[src/rtl/car_pkg.sv]
// car_pkg
//   Shared definitions for the car controller slice.
//   - turn_state_t : state codes of sauto_turn_ctrl (also driven onto state_dbg)
//   - DIR_LEFT/DIR_RIGHT : encoding of the dir_left input
//   - MS_W : width of the millisecond counter used by ms_timer
package car_pkg;

    typedef enum logic [1:0] {
        S_IDLE  = 2'd0,
        S_TURN  = 2'd1,
        S_CLEAR = 2'd2,
        S_DONE  = 2'd3
    } turn_state_t;

    localparam logic DIR_LEFT  = 1'b1;
    localparam logic DIR_RIGHT = 1'b0;

    localparam int MS_W = 16;

endpackage

[src/rtl/sauto_turn_ctrl_ms_timer.sv]
// ms_timer
//   Prescaler (0..TICK_DIV-1) feeding a millisecond counter. Both counters
//   clear on clr and hold while en is low.
// Ports
//   clk      in   system clock
//   rst      in   asynchronous, active-low reset
//   clr      in   synchronous clear of prescaler and ms counter (wins over en)
//   en       in   advance the prescaler this cycle
//   limit    in   ms count to reach
//   expired  out  combinational: the ms count reaches limit on this edge
module ms_timer #(
    parameter int TICK_DIV = 100_000,
    parameter int MS_W     = 16
) (
    input  logic            clk,
    input  logic            rst,
    input  logic            clr,
    input  logic            en,
    input  logic [MS_W-1:0] limit,
    output logic            expired
);

    localparam int            PW        = (TICK_DIV > 1) ? $clog2(TICK_DIV) : 1;
    localparam logic [PW-1:0] PRESC_MAX = PW'(TICK_DIV - 1);

    logic [PW-1:0]   r_presc;
    logic [MS_W-1:0] r_ms;
    logic            w_wrap;
    logic [MS_W-1:0] w_ms_next;

    assign w_wrap    = en && (r_presc == PRESC_MAX);
    assign w_ms_next = r_ms + {{(MS_W-1){1'b0}}, w_wrap};

    // Compared against the value the ms counter takes at this edge, so the
    // owning state is left on the very edge the count reaches limit rather
    // than one cycle later.
    assign expired = (w_ms_next == limit);

    always_ff @(posedge clk or negedge rst) begin
        if (!rst) begin
            r_presc <= '0;
            r_ms    <= '0;
        end else if (clr) begin
            r_presc <= '0;
            r_ms    <= '0;
        end else if (en) begin
            if (w_wrap) begin
                r_presc <= '0;
                r_ms    <= w_ms_next;
            end else begin
                r_presc <= r_presc + PW'(1);
            end
        end
    end

endmodule

[src/rtl/sauto_turn_ctrl.sv]
// sauto_turn_ctrl
//   Sequences one semi-auto turn at a fork: pivot toward the latched
//   direction for TURN_MS, drive forward for CLEAR_MS (paused while an
//   obstacle is ahead), then emit a one-cycle finish_turning pulse.
// Ports
//   sys_clk         in   system clock
//   rst             in   asynchronous, active-low reset
//   start           in   begin a turn (IDLE only)
//   dir_left        in   1 = left, 0 = right; sampled with start
//   abort           in   synchronous cancel back to IDLE
//   front_detector  in   1 = obstacle ahead; pauses CLEAR
//   busy            out  high in TURN, CLEAR, DONE
//   turn_left       out  pivot-left command
//   turn_right      out  pivot-right command
//   move_forward    out  forward command
//   finish_turning  out  one-cycle completion pulse
//   state_dbg       out  current state code
//
// state   | meaning
// IDLE    | waiting for start
// TURN    | pivoting toward dir_q for TURN_MS
// CLEAR   | driving forward for CLEAR_MS of unblocked time
// DONE    | single cycle, finish_turning high
module sauto_turn_ctrl
    import car_pkg::*;
#(
    parameter int CLK_HZ   = 100_000_000,
    parameter int TURN_MS  = 900,
    parameter int CLEAR_MS = 500
) (
    input  logic       sys_clk,
    input  logic       rst,
    input  logic       start,
    input  logic       dir_left,
    input  logic       abort,
    input  logic       front_detector,
    output logic       busy,
    output logic       turn_left,
    output logic       turn_right,
    output logic       move_forward,
    output logic       finish_turning,
    output logic [1:0] state_dbg
);

    localparam int TICK_DIV = CLK_HZ / 1000;

    if (TURN_MS < 1 || TURN_MS > 65535) begin : g_bad_turn_ms
        $error("sauto_turn_ctrl: TURN_MS must be within 1..65535");
    end
    if (CLEAR_MS < 1 || CLEAR_MS > 65535) begin : g_bad_clear_ms
        $error("sauto_turn_ctrl: CLEAR_MS must be within 1..65535");
    end
    if (TICK_DIV < 1) begin : g_bad_clk_hz
        $error("sauto_turn_ctrl: CLK_HZ must be at least 1000");
    end

    turn_state_t     r_state;
    logic            r_dir;
    logic            r_busy;
    logic            r_turn_left;
    logic            r_turn_right;
    logic            r_move_fwd;
    logic            r_finish;

    logic            w_timed;
    logic            w_timer_en;
    logic            w_timer_clr;
    logic            w_expired;
    logic [MS_W-1:0] w_limit;

    assign w_timed     = (r_state == S_TURN) || (r_state == S_CLEAR);
    // front_detector only freezes time in CLEAR; a pivot is unaffected.
    assign w_timer_en  = (r_state == S_TURN) ||
                         ((r_state == S_CLEAR) && !front_detector);
    // Clearing on every exit edge means each timed state starts from zero.
    assign w_timer_clr = !w_timed || abort || w_expired;
    assign w_limit     = (r_state == S_TURN) ? MS_W'(TURN_MS) : MS_W'(CLEAR_MS);

    ms_timer #(
        .TICK_DIV (TICK_DIV),
        .MS_W     (MS_W)
    ) u_ms_timer (
        .clk     (sys_clk),
        .rst     (rst),
        .clr     (w_timer_clr),
        .en      (w_timer_en),
        .limit   (w_limit),
        .expired (w_expired)
    );

    // Outputs are decoded from the state being entered, so they change on
    // the same edge as r_state.
    always_ff @(posedge sys_clk or negedge rst) begin
        if (!rst) begin
            r_state      <= S_IDLE;
            r_dir        <= DIR_RIGHT;
            r_busy       <= 1'b0;
            r_turn_left  <= 1'b0;
            r_turn_right <= 1'b0;
            r_move_fwd   <= 1'b0;
            r_finish     <= 1'b0;
        end else begin
            r_busy       <= 1'b0;
            r_turn_left  <= 1'b0;
            r_turn_right <= 1'b0;
            r_move_fwd   <= 1'b0;
            r_finish     <= 1'b0;
            case (r_state)
                S_IDLE: begin
                    if (start && !abort) begin
                        r_state      <= S_TURN;
                        r_dir        <= dir_left;
                        r_busy       <= 1'b1;
                        r_turn_left  <= dir_left;
                        r_turn_right <= !dir_left;
                    end
                end
                S_TURN: begin
                    if (abort) begin
                        r_state <= S_IDLE;
                    end else if (w_expired) begin
                        r_state    <= S_CLEAR;
                        r_busy     <= 1'b1;
                        r_move_fwd <= !front_detector;
                    end else begin
                        r_busy       <= 1'b1;
                        r_turn_left  <= r_dir;
                        r_turn_right <= !r_dir;
                    end
                end
                S_CLEAR: begin
                    if (abort) begin
                        r_state <= S_IDLE;
                    end else if (w_expired) begin
                        r_state  <= S_DONE;
                        r_busy   <= 1'b1;
                        r_finish <= 1'b1;
                    end else begin
                        r_busy     <= 1'b1;
                        r_move_fwd <= !front_detector;
                    end
                end
                default: begin
                    r_state <= S_IDLE;
                end
            endcase
        end
    end

    assign busy           = r_busy;
    assign turn_left      = r_turn_left;
    assign turn_right     = r_turn_right;
    assign move_forward   = r_move_fwd;
    assign finish_turning = r_finish;
    assign state_dbg      = r_state;

endmodule

[config.mk]
export PLATFORM = sky130hd
export DESIGN_NAME = sauto_turn_ctrl
export DESIGN_NICKNAME = d
export VERILOG_FILES = /design/src/rtl/car_pkg.sv /design/src/rtl/sauto_turn_ctrl_ms_timer.sv /design/src/rtl/sauto_turn_ctrl.sv
export SDC_FILE = /design/constraint.sdc
export NUM_CORES = 1
export LEC_CHECK = 0
export ABC_AREA = 1
export CAP_MARGIN = 15
export CORE_MARGIN = 2
export CORE_UTILIZATION = 55
export DETAILED_ROUTE_END_ITERATION = 7
export DONT_BUFFER_PORTS = 1
export PLACE_DENSITY_LB_ADDON = 0.2
export SYNTH_ARGS = -nofsm -noshare
export SYNTH_HDL_FRONTEND = slang
export SYNTH_SLANG_ARGS = --single-unit
export TNS_END_PERCENT = 50
[constraint.sdc]
create_clock -name sys_clk -period 3 [get_ports sys_clk]
set_input_delay 0.3 -clock sys_clk [delete_from_list [all_inputs] [get_ports sys_clk]]
set_output_delay 0.3 -clock sys_clk [all_outputs]
set_load 0.05 [all_outputs]
* Word level (Yosys, flattened, before mapping)
Index checks and enable logic that the tools add are counted.
** Storage, ports and cells
- Bits in registers :: 41
- Input bits :: 6
- Output and inout bits :: 7
** Cells by class
- $add $sub $neg :: 2
- Equal/unequal tests :: 7
- Mux-type cells :: 32
- Reductions and logical operators :: 19
** Operators with widths (count)
- 17-bit 2-to-1 mux :: 3
- 16-bit 2-to-1 mux :: 3
- 17-bit by 1-bit adder with 17-bit output (second input constant) :: 1
- 17-bit == test (second input constant) :: 1
- 16-bit by 1-bit adder with 16-bit output :: 1
- 16-bit by 10-bit == test with 1-bit output :: 1
- 1-bit 2-to-1 mux :: 15
- 10-bit 2-to-1 mux :: 1
- 2-bit 2-to-1 mux :: 5
- 1-bit one-hot mux with 2 select lines :: 4
- 3-bit != test (second input constant) :: 2
- 2-bit one-hot mux with 3 select lines :: 1
- 1-bit logical NOT :: 5
- 1-bit logical OR :: 4
- 2-bit AND reduction :: 2
- 2-bit nonzero test :: 2
- 1-bit logical AND :: 3
- 3-bit AND reduction :: 1
- 2-bit by 1-bit == test with 1-bit output (second input constant) :: 1
- 2-bit == test (second input constant) :: 1
- 2-bit logical NOT :: 1
- 2-bit != test (second input constant) :: 1
- 2-bit OR reduction :: 1

* Logic depth before layout (Yosys ltp)
- Depth after elaboration :: 9
- Depth in mapped cells :: 22
- Mapped depth without buffers :: 21

* By module
Synthesis repeated with hierarchy kept, for this count alone.
** Unflattened totals
- Cells, all modules :: 415
- Area total of the unflattened synthesis :: 2877.8 µm²
** By module, submodules not included
- ms_timer :: times used 1, cells an instance 351, area an instance 2382.3 µm², sequential area each 825.8 µm²
- sauto_turn_ctrl :: times used 1, cells an instance 64, area an instance 495.5 µm², sequential area each 200.2 µm²

* Least setup slack after synthesis
OpenSTA, ideal clock, no wires.
- Path type :: flip-flop to flip-flop
- Start :: register r_state[0] (netlist: state_dbg[0])
- End :: register r_state[0] (netlist: state_dbg[0])
- Arrival time :: 3.377 ns
- Setup slack :: -0.497 ns
- Cell stages (with the launch flop) :: 20
- Path buffers :: 2
- Cell sequence :: dfrtp_1 -> inv_1 -> ha_1 -> a21oi_1 -> clkbuf_1 -> nor4_1 -> ha_1 -> ha_1 -> or2_2 -> nor2_1 -> nand2_1 -> nor2_1 -> nand3_1 -> nor2_1 -> nand3_2 -> buf_6 -> nand2_1 -> nand2_1 -> nand2_1 -> nand2_1
** Between the ends
- Cells in the longest elaborated chain, start to end :: 8
** RTL lines
- start: declaration :: RTL line sauto_turn_ctrl.sv:57 : turn_state_t r_state;
- start signal: assignment :: RTL line sauto_turn_ctrl.sv:95 : r_state <= S_IDLE;
- start signal: assignment :: RTL line sauto_turn_ctrl.sv:111 : r_state <= S_TURN;
- start signal: assignment :: RTL line sauto_turn_ctrl.sv:120 : r_state <= S_IDLE;
- 2-bit == test :: RTL line sauto_turn_ctrl.sv:74, sauto_turn_ctrl.sv:108
- 1-bit logical AND :: RTL line sauto_turn_ctrl.sv:74 : ((r_state == S_CLEAR) && !front_detector);
- 1-bit logical OR :: RTL line sauto_turn_ctrl.sv:73 : assign w_timer_en = (r_state == S_TURN) ||
- 1-bit logical AND :: RTL line sauto_turn_ctrl_ms_timer.sv:31 : assign w_wrap = en && (r_presc == PRESC_MAX);
- 16-bit by 1-bit adder with 16-bit output :: RTL line sauto_turn_ctrl_ms_timer.sv:32 : assign w_ms_next = r_ms + {{(MS_W-1){1'b0}}, w_wrap};
- 16-bit by 10-bit == test with 1-bit output :: RTL line sauto_turn_ctrl_ms_timer.sv:37 : assign expired = (w_ms_next == limit);
- 3-bit != test (no line)
- 3-bit AND reduction (no line)
Parallel ways exist; a longest one is shown, timed or not.
A chain may end at the register's enable or synchronous reset.

* Worst setup path after layout
- Start :: register u_ms_timer.r_presc[6]
- End :: register u_ms_timer.r_presc[16]
** Between the ends
- Cells in the longest elaborated chain, start to end :: 6
** RTL lines
- start: declaration :: RTL line sauto_turn_ctrl_ms_timer.sv:26 : logic [PW-1:0] r_presc;
- start signal: assignment :: RTL line sauto_turn_ctrl_ms_timer.sv:51 : r_presc <= r_presc + PW'(1);
- 17-bit == test :: RTL line sauto_turn_ctrl_ms_timer.sv:31
- 1-bit logical AND :: RTL line sauto_turn_ctrl_ms_timer.sv:31
- 16-bit by 1-bit adder with 16-bit output :: RTL line sauto_turn_ctrl_ms_timer.sv:32
- 16-bit by 10-bit == test with 1-bit output :: RTL line sauto_turn_ctrl_ms_timer.sv:37
- 1-bit logical OR :: RTL line sauto_turn_ctrl.sv:76 : assign w_timer_clr = !w_timed || abort || w_expired;
- 17-bit 2-to-1 mux / 2-bit nonzero test (equally long branches)
Parallel ways exist; a longest one is shown, timed or not. The select of a mux whose other input is x is not followed.

==> impl_metrics.yaml <==
route:
  first_pass_iters: 5
  final_antenna_net_count: 0
  drt_iter0_drc: 155
  vias_per_cell: 5.53
  drc: 0
  wl_per_cell_um: 14.2
  via_count: 2890
  wl_um: 7450
critical_path:
  crit_path_top_delay_cell: "dfrtp_1"
  crit_cells: 20
  worst_ep_required_time_ns: 3.19
  worstPathCellList: "inv_2, nand2_4, nor3_4, nand2_2, nor4_4, ha_2, buf_6, nand2_4, nor2_4, buf_6, nand3_2, nand2_2, nand2_2, nand2_1, nand2_1, nor2_2, nand3_4, clkbuf_16, nand4_1, nand2_1"
  r2r_end: "u_ms_timer.r_presc[16]"
  crit_arrival_ns: 3.36
  cp_top_family: "simple AND/OR/NAND/NOR gates"
  reg2reg_depth: 20
  crit_end: "u_ms_timer.r_presc[16]"
  cpPeakStageDelay_ns: 0.41
  critical_path_class: "reg2reg"
  end_kind: "flip-flop"
  critPathLaunchType: "flip-flop"
  path_buf_inv: 4
  rrSetupSlack_ns: -0.17
  r2r-start: "u_ms_timer.r_presc[6]"
  path_max_fanout: 8
  crit_start: "u_ms_timer.r_presc[6]"
logic_synthesis:
  netlist_area_mm2: 0.00285
  synth_cell_types: 30
  synth_seq_area_share: 0.360
  ys_ff_latch: 41
  ys.flop_type: "dfrtp_1"
  synth_area_per_cell_um2: 6.73
  syn_inst: 424
  yosys_warnings: 0
  syn-num-nets: 437
  synth-edff-count: 0
  synthArstFlopShare: 1.00
placed_design:
  dpl_worst_slack_ns: 0.0332
  placedInstanceArea_mm2: 0.00309
  port-buffer-count: 0
  gp_congestion: 0.956
  place_hpwl_um: 4740
timing:
  tightestPinTransition_ns: 0.605
  fin_crit_ns: 3.17
  worst_slack_ns: -0.173
  fin_crit_sh: 1.06
  relSlewSlack: 0.595
  hold_viol_final: 0
  fmaxAchievable_mhz: 315
  drv_slew: 0
  setup-tns-final_ns: -5.81
  final.setup_skew_ns: 0.0133
  setup_viol: 39
  rsz0062_at_grt: "true"
clock_network:
  cts_tree: "yes"
  numCtsBuffers: 5
  cts.sinks: 41
  clk_pin_slew_ns: 0.09
  clock_path_buffers: 2
  clk_latency_ns: 0.31
  htree_levels: 2
  cts_root_buf: "clkbuf_8"
cells_and_area:
  layout_commonest_cell: "nand2_1"
  fillers: 401
  layout_common_cells: "98 x nand2_1, 52 x nor2_1, 51 x inv_1"
  antenna_cells: 0
  drive_gt1_frac: 0.214
  nets: 465
  area_growth_pct: 26.4
  stdcell_area_mm2: 0.00361
run:
  timing.max_cap.violations: 0
global_routing:
  overflow: 0
  grt_pass1_vias: 2662
  grt_max_degree: 42
  track_usage: 0.249
  antenna_found_initial: 0
  grt_pass1_wl_um: 11800
run_status:
  violations: "setup timing"
  status: "finished with violations"
die:
  core.rowCount: 26
  die_h_um: 76.0
  dieArea_mm2: 0.00578
  io_pins: 13
  coreArea_mm2: 0.00504
  die_x_um: 76.0
  start_util: 0.566
power:
  p_leak_nw: 1.68
  p_per_area_mw_per_mm2: 551
  p_total_mw: 1.99
  peakVddDrop_uv: 611
min_path:
  hold_path.class: "in2reg"
synth_stat cells, types with 2 or more instances:
cell,n,area (um^2)
nand2_1,118,443
nor2_1,59,221
inv_1,54,203
nand4_1,44,275
dfrtp_1,41,1030
nand3_1,25,125
a21oi_1,19,95.1
nor3_1,11,55.1
o21ai_0,8,40.0
ha_1,7,87.6
xor2_1,7,61.3
clkbuf_1,6,22.5
buf_6,4,45.0
buf_2,2,10.0
clkinv_1,2,7.51
nor2_2,2,12.5
nor2_4,2,22.5
metrics by stage:
stage	instances	hold slack (ns)	utilization
2_1_floorplan	424	0.00441	-
3_3_place_gp	504	0.00525	0.613
3_5_place_dp	504	0.00533	0.613
4_1_cts	516	0.0808	0.660
5_1_grt	523	0.0685	0.715
6_report	523	0.0871	0.715
power breakdown:
part | switching [mW] | internal [mW] | leakage [nW]
combinational | 0.527 | 0.233 | 1.05
clock | 0.215 | 0.335 | 0.0687
sequential | 0.0829 | 0.595 | 0.563
total | 0.824 | 1.16 | 1.68
state kept, by name, summed over array words and instances (netlist names):
register and count:
finish_turning 1, u_ms_timer.r_ms 16, turn_left 1, move_forward 1, busy 1, turn_right 1, u_ms_timer.r_presc 17, r_dir 1
state_dbg 2
metal layers:
metal / up-vias / GRT usage / share of wire
li1: 1443 / - / -
met1: 1339 / 0.307 / 0.42
met2: 91 / 0.444 / 0.51
met3: 17 / 0.0415 / 0.047
met5: - / 0 / 0
met4: 0 / 0.0818 / 0.022
cells by family (layout without fill, tap and decap cells):
| kind of cell | count (synthesis) | after routing | share of synthesized area |
|---|---|---|---|
| AO/OA/AOI/OAI | 31 | 31 | 0.0561 |
| AND/OR/NAND/NOR | 266 | 266 | 0.423 |
| adder cells (fa/ha/maj) | 7 | 7 | 0.0307 |
| flip-flops | 41 | 41 | 0.360 |
| XOR/XNOR | 8 | 8 | 0.0246 |
| buffers and inverters | 71 | 100 | 0.106 |
worst min-delay path by stage:
stage	from	endpoint	slack (ns)	cells after the start
floorplan	rst	busy	0.004	0
global placement	rst	u_ms_timer.r_ms[15]	0.005	0
detailed placement	rst	u_ms_timer.r_ms[15]	0.005	0
CTS	dir_left	turn_right	0.08	1
global route	dir_left	turn_right	0.07	1
finish	dir_left	turn_right	0.09	1
final cells by class:
class | count | area [um^2] | area share
repair buffers | 35 | 380 | 0.105
flip-flops and latches | 41 | 1030 | 0.285
clock buffers | 5 | 68.8 | 0.0191
inverters | 57 | 214 | 0.0593
multi-input cells | 312 | 1760 | 0.488
well taps | 70 | 87.6 | 0.0243
clock inverters | 3 | 68.8 | 0.0191
timing repair:
action,in CTS,in global routing
hold endpoints to repair,41,0
setup endpoints to repair,25,39
buffers inserted,1,5
pin swaps,1,29
resized for setup,9,53
hold buffers,2,0
cloned,1,2
Power figures use the tool's default switching activity.
